===== config.mk =====
export PLATFORM = sky130hd
export DESIGN_NAME = hci_core_stream_source
export DESIGN_NICKNAME = d
export VERILOG_FILES = /design/src/rtl/hci_core_stream_source.sv
export SDC_FILE = /design/constraint.sdc
export NUM_CORES = 1
export LEC_CHECK = 0
export CAP_MARGIN = 0
export CORE_ASPECT_RATIO = 1.1
export CORE_UTILIZATION = 35
export CTS_CLUSTER_DIAMETER = 30
export DETAILED_ROUTE_END_ITERATION = 16
export GPL_TIMING_DRIVEN = 0
export MAX_ROUTING_LAYER = met4
export PLACE_DENSITY = 0.71
export SLEW_MARGIN = 20
export SYNTH_ARGS = -nofsm -noshare
export SYNTH_HDL_FRONTEND = slang
export SYNTH_SLANG_ARGS = --single-unit

===== constraint.sdc =====
create_clock -name clk_i -period 3.9 [get_ports clk_i]
set_input_delay 0.975 -clock clk_i [delete_from_list [all_inputs] [get_ports clk_i]]
set_output_delay 0.975 -clock clk_i [all_outputs]
set_load 0.01 [all_outputs]

===== src/rtl/hci_core_stream_source.sv =====
// TCDM-to-stream read engine: issues strided word reads, buffers the responses in a
// small FIFO and replays them in order on a valid/ready stream.
module hci_core_stream_source #(
  parameter int unsigned DATA_WIDTH = 32,
  parameter int unsigned ADDR_WIDTH = 32,
  parameter int unsigned LEN_WIDTH  = 16,
  parameter int unsigned FIFO_DEPTH = 4
) (
  input  logic                    clk_i,
  input  logic                    rst_ni,
  input  logic                    clear_i,
  input  logic                    start_i,
  input  logic [ADDR_WIDTH-1:0]   base_addr_i,
  input  logic [ADDR_WIDTH-1:0]   stride_i,
  input  logic [LEN_WIDTH-1:0]    len_i,
  output logic                    ready_start_o,
  output logic                    done_o,
  output logic                    tcdm_req_o,
  input  logic                    tcdm_gnt_i,
  output logic [ADDR_WIDTH-1:0]   tcdm_add_o,
  output logic                    tcdm_wen_o,
  output logic [DATA_WIDTH/8-1:0] tcdm_be_o,
  output logic [DATA_WIDTH-1:0]   tcdm_data_o,
  input  logic [DATA_WIDTH-1:0]   tcdm_r_data_i,
  input  logic                    tcdm_r_valid_i,
  output logic                    stream_valid_o,
  input  logic                    stream_ready_i,
  output logic [DATA_WIDTH-1:0]   stream_data_o,
  output logic [DATA_WIDTH/8-1:0] stream_strb_o
);

  localparam int unsigned STRB_WIDTH = DATA_WIDTH / 8;
  localparam int unsigned PTR_WIDTH  = (FIFO_DEPTH > 1) ? $clog2(FIFO_DEPTH) : 1;
  localparam int unsigned CNT_WIDTH  = $clog2(FIFO_DEPTH + 1);
  localparam int unsigned OCC_WIDTH  = CNT_WIDTH + 1;
  // Headroom for several clears landing while older reads are still outstanding.
  localparam int unsigned DROP_WIDTH = CNT_WIDTH + 4;

  typedef enum logic [1:0] {
    IDLE    = 2'd0,
    WORKING = 2'd1,
    DRAIN   = 2'd2,
    DONE    = 2'd3
  } state_e;

  state_e                  state_q, state_d;
  logic [ADDR_WIDTH-1:0]   addr_q;
  logic [ADDR_WIDTH-1:0]   stride_q;
  logic [LEN_WIDTH-1:0]    len_q;
  logic [LEN_WIDTH-1:0]    issued_q;
  logic [CNT_WIDTH-1:0]    inflight_q;
  logic [DROP_WIDTH-1:0]   drop_q;
  logic [DROP_WIDTH-1:0]   drop_on_clear;
  logic [DATA_WIDTH-1:0]   fifo_mem [FIFO_DEPTH];
  logic [PTR_WIDTH-1:0]    wptr_q, rptr_q;
  logic [CNT_WIDTH-1:0]    count_q;

  logic [OCC_WIDTH-1:0]    occupancy;
  logic                    has_credit;
  logic                    req;
  logic                    grant;
  logic                    drop_active;
  logic                    push;
  logic                    pop;
  logic                    fifo_valid;

  // Credit covers both buffered words and reads whose data is still on the way.
  assign occupancy   = OCC_WIDTH'(count_q) + OCC_WIDTH'(inflight_q);
  assign has_credit  = occupancy < OCC_WIDTH'(FIFO_DEPTH);
  assign req         = (state_q == WORKING) && (issued_q < len_q) && has_credit;
  assign grant       = req && tcdm_gnt_i;
  assign drop_active = (drop_q != '0);
  assign fifo_valid  = (count_q != '0);
  assign push        = tcdm_r_valid_i && !drop_active && !clear_i;
  assign pop         = fifo_valid && stream_ready_i && !clear_i;

  assign ready_start_o  = (state_q == IDLE);
  assign done_o         = (state_q == DONE);
  assign tcdm_req_o     = req;
  assign tcdm_add_o     = {addr_q[ADDR_WIDTH-1:2], 2'b00};
  assign tcdm_wen_o     = req;
  assign tcdm_be_o      = {STRB_WIDTH{req}};
  assign tcdm_data_o    = '0;
  assign stream_valid_o = fifo_valid;
  assign stream_data_o  = fifo_valid ? fifo_mem[rptr_q] : '0;
  assign stream_strb_o  = {STRB_WIDTH{fifo_valid}};

  // Responses still owed to the bus after a clear, including one granted this cycle.
  always_comb begin
    drop_on_clear = drop_q + DROP_WIDTH'(inflight_q) + DROP_WIDTH'(grant);
    if (tcdm_r_valid_i && (drop_active || (inflight_q != '0))) begin
      drop_on_clear = drop_on_clear - DROP_WIDTH'(1);
    end
  end

  always_ff @(posedge clk_i or negedge rst_ni) begin
    if (!rst_ni) begin
      state_q <= IDLE;
    end else begin
      state_q <= state_d;
    end
  end

  always_comb begin
    state_d = state_q;
    unique case (state_q)
      IDLE:    if (start_i) state_d = (len_i == '0) ? DONE : WORKING;
      WORKING: if (issued_q == len_q) state_d = DRAIN;
      DRAIN:   if ((inflight_q == '0) && !fifo_valid) state_d = DONE;
      DONE:    state_d = IDLE;
      default: state_d = IDLE;
    endcase
    if (clear_i) begin
      state_d = IDLE;
    end
  end

  // Transfer bookkeeping: address walk, issue/in-flight counters and the drop counter.
  always_ff @(posedge clk_i or negedge rst_ni) begin
    if (!rst_ni) begin
      addr_q     <= '0;
      stride_q   <= '0;
      len_q      <= '0;
      issued_q   <= '0;
      inflight_q <= '0;
      drop_q     <= '0;
    end else if (clear_i) begin
      addr_q     <= '0;
      stride_q   <= '0;
      len_q      <= '0;
      issued_q   <= '0;
      inflight_q <= '0;
      drop_q     <= drop_on_clear;
    end else begin
      if ((state_q == IDLE) && start_i) begin
        addr_q   <= base_addr_i;
        stride_q <= stride_i;
        len_q    <= len_i;
        issued_q <= '0;
      end else if (grant) begin
        addr_q   <= addr_q + stride_q;
        issued_q <= issued_q + LEN_WIDTH'(1);
      end
      if (grant && !push) begin
        inflight_q <= inflight_q + CNT_WIDTH'(1);
      end else if (!grant && push) begin
        inflight_q <= inflight_q - CNT_WIDTH'(1);
      end
      if (tcdm_r_valid_i && drop_active) begin
        drop_q <= drop_q - DROP_WIDTH'(1);
      end
    end
  end

  // Response FIFO pointers and fill level.
  always_ff @(posedge clk_i or negedge rst_ni) begin
    if (!rst_ni) begin
      wptr_q  <= '0;
      rptr_q  <= '0;
      count_q <= '0;
    end else if (clear_i) begin
      wptr_q  <= '0;
      rptr_q  <= '0;
      count_q <= '0;
    end else begin
      if (push) begin
        wptr_q <= (wptr_q == PTR_WIDTH'(FIFO_DEPTH - 1)) ? '0 : wptr_q + PTR_WIDTH'(1);
      end
      if (pop) begin
        rptr_q <= (rptr_q == PTR_WIDTH'(FIFO_DEPTH - 1)) ? '0 : rptr_q + PTR_WIDTH'(1);
      end
      if (push && !pop) begin
        count_q <= count_q + CNT_WIDTH'(1);
      end else if (!push && pop) begin
        count_q <= count_q - CNT_WIDTH'(1);
      end
    end
  end

  always_ff @(posedge clk_i) begin
    if (push) begin
      fifo_mem[wptr_q] <= tcdm_r_data_i;
    end
  end

  assert property (@(posedge clk_i) disable iff (!rst_ni)
                   !(push && (count_q == CNT_WIDTH'(FIFO_DEPTH))));

endmodule

==> summary.md <==
| Metric | Value |
|---|---|
| Synthesized cell area | 13200 µm² |
| Most common flop cell mapped by yosys | edfxtp_1 |
| Vias in the first global route | roughly 10k |
| Yosys top cell area share | 0.291 |
| RSZ-0062 raised after global routing | yes |
| Worst-Margin Slew | 0.799 ns |
| Mapped Cells | 1212 |
| CTS Sinks | 243 |
| DR pass1 iterations | 5 |
| Fin. max-slew vios | 0 |
| HP Class | in -> async |
| Flops & latches, synth | 243 |
| CP Depth | 8 |
| Worst endpoint required time | roughly 2.9 ns |
| Initial antenna violation count | 4 |
| Core area | 37100 µm² |
| Outcome | complete, no violations |
| Routed Antenna Nets | 0 |
| DP HPWL | between 20000 and 30000 µm |
| Yosys warns | 0 |
| Min cycle time layout | 3.84 ns |
| Largest net degree at the start of global routing | 75 |
| Commonest cells after routing, fill and taps aside | clkdlybuf4s50_1 (191), nand2_1 (170), edfxtp_1 (128) |
| Delay-heaviest family, CP | buffers and inverters |
| Placer Congestion | 0.932 |
| Dpl cells | 1936 |
| Hold WS | 0.321 ns |
| Worst Setup Start Kind | flip-flop |
| # hold bufs at CTS | 0 |
| CP Max Fanout | 6 |
| CP peak stage delay | 0.47 ns |
| Htree depth | 2 |
| DIE AREA | 38500 µm² |
| CTS tree | done |
| Tcrit/Tclk final | 0.984 |
| Final setup vio count | 0 |
| Clk buf depth | 3 |
| WP buf/inv | 3 |
| Residual DRC | 0 |
| Sequential fraction of the synthesis area | 0.509 |
| Setup Skew | 0.0214 ns |
| FILL cells | roughly 3.3k |
| Clk_lat worst skew | 0.59 ns |
| Initial Util | 0.356 |
| Post-synth EDFFs | 128 |
| Clock root buffer | clkbuf_16 |
| Count of different cell masters after synthesis | ~70 |
| Arrival @ worst endpoint | 2.86 ns |
| Max Clk Rate | 0.261 GHz |
| Cell Pwr Density | around 670 nW/µm² |
| GRT Residual Overflow | 0 |
| Maximum VDD drop | 0.797 mV |
| Synth area leaders | edfxtp_1 (29%), dfrtp_1 (22%), ha_1 (5.9%), mux4_2 (5.5%), nand2_1 (4.8%) |
| Crit-path cells | inv_1, ha_1, nand4_1, nor4_4, o21ai_2, o211a_1, buf_4, clkdlybuf4s50_1 |
| Iteration-0 DRC Markers | ~520 |
| Final nets | 1694 |
| Crit Path Class | reg -> out |
| R2r worst-path depth | 16 |
| Static leakage | 0.00723 µW |
| Synth area leader | edfxtp_1 |
| # rows | 74 |
| Final Hold Fails | 0 |
| Io pins | 228 |
| Share of cells above drive strength 1 | 0.172 |
| Via count | ~10k |
| Num CTS Buffers | 52 |
| Height of the chip | slightly above 200 µm |
| Drt via density | 5.03 |
| Clock transition at the registers of the reported paths | 0.05 ns |
| Final WL | 35900 µm |
| Commonest non-fill, non-tap cell in the layout | clkdlybuf4s50_1 |
| Slew HR | 0.467 |
| First-pass GRT wire length | 56500 µm |
| Syn_area_per_cell | approximately 11 µm² |
| Max cap viols | 0 |
| PortBufs | 192 |
| Worst Setup End Kind | output pin |
| Routed len/inst | ~18 µm |
| Asr flop ratio synth | 0.473 |
| GR Util All Layers | 0.193 |
| Area Growth Syn to Fin | 36.9% |
| CP max stage cell | clkdlybuf4s50_1 |
| Die X | 187 µm |
| Post-Layout Cell Count | 2049 |
## worst reg2reg max path: cells and delay by family (launching register included)
| family | cells | cell delay (ns) |
|---|---|---|
| xor+xnor | 1 | 0.15 |
| simple gates | 4 | 0.96 |
| buf+inv | 4 | 0.50 |
| flops | 1 | 0.35 |
| compound gates | 4 | 0.57 |
| fa+ha+maj | 3 | 1.18 |
## cell type report
type,instances,area [µm²],area share
antenna,4,10.0,0.000553
buffer,123,767,0.0424
clock buffer,63,1400,0.0776
clock inverter,34,424,0.0234
inverter,51,204,0.0113
multi-input combinational,824,5790,0.320
sequential,243,6730,0.372
tap,494,618,0.0342
timing repair buffer,212,2140,0.118
timing repair inverter,1,8.76,0.000484
## synthesized netlist by cell type (4+ instances only)
library cell	n
nand2_1	170
edfxtp_1	128
a21oi_1	119
dfrtp_1	115
buf_4	73
ha_1	62
nor2_1	61
inv_1	47
and2_1	41
clkbuf_1	38
xnor2_1	38
mux4_2	32
nand3_1	23
nor3_1	21
o21ai_0	20
a211oi_1	18
o21ai_1	17
a21o_1	15
and3_1	15
xor2_1	11
a311oi_1	10
buf_2	10
o21a_1	9
nand4_1	7
nor4_1	7
mux2i_1	6
or3_1	6
a31oi_1	5
buf_1	5
fa_1	5
nand2b_1	5
o211a_1	5
o211ai_1	5
nor2b_1	4
o21bai_1	4
## logic make-up (layout without fill, tap and decap cells)
kind of cell,count (synthesis),after routing,share of synthesized area
other cells,1,38,0.000284
fa+ha+maj,67,67,0.0663
flops,243,243,0.509
buf+inv,178,484,0.0728
xor+xnor,49,49,0.0325
mux,38,38,0.0591
compound gates,256,256,0.122
simple gates,380,380,0.139
## where the power goes
| part | leakage, µW | internal (µW) | switching (µW) |
|---|---|---|---|
| clock network | 0.000886 | 3040 | 1480 |
| logic | 0.00365 | 2150 | 2190 |
| registers | 0.00269 | 2990 | 293 |
## stage by stage
step           total power (µW)  cell area [µm²]  setup WS [ns]  setup TNS [ns]   util
5_1_grt                   12800            18100        -0.0848          -0.324  0.487
4_1_cts                   12100            17900        -0.0903           -1.19  0.481
3_3_place_gp               7350            15900          -2.68         -357.86  0.428
2_1_floorplan              5790            13300         0.0323               0      -
6_report                  12100            18100         0.0635               0  0.487
3_5_place_dp               7420            16000         -0.816           -3.70  0.431
## timing repair
item                                    in CTS  in global routing
gates resized for setup                     13                 26
pin swaps                                    3                 12
buffers inserted                             1                 14
endpoints found under the setup margin      40                 37
gates cloned                                 0                  1
## path summary, 6_finish.rpt
| path | startpoint | endpoint | slack, ns |
|---|---|---|---|
| max | len_q[10]$_DFFE_PN0P_ | tcdm_wen_o | 0.06 |
| min in group clk_i | stride_q[22]$_DFFE_PN0P_ | stride_q[22]$_DFFE_PN0P_ | 0.53 |
| max reg2reg | len_q[10]$_DFFE_PN0P_ | drop_q[5]$_DFFE_PN0P_ | 0.07 |
| min | rst_ni | stride_q[21]$_DFFE_PN0P_ | 0.32 |
| max in group asynchronous | rst_ni | addr_q[18]$_DFFE_PN0P_ | 2.84 |
| min reg2reg | stride_q[22]$_DFFE_PN0P_ | stride_q[22]$_DFFE_PN0P_ | 0.53 |
## flip-flops by register name (all words and copies together), names as in the netlist
register	cells
state_q	2
fifo_mem	128
addr_q	32
wptr_q	2
issued_q	16
drop_q	7
len_q	16
stride_q	32
rptr_q	2
inflight_q	3
count_q	3
## layer usage
layer,part of all wire,global-route usage
met1,0.40,0.226
met2,0.48,0.315
met3,0.086,0.0597
met4,0.033,0.0685
met5,0,-
No activity file was read; power rests on OpenSTA's default activity.
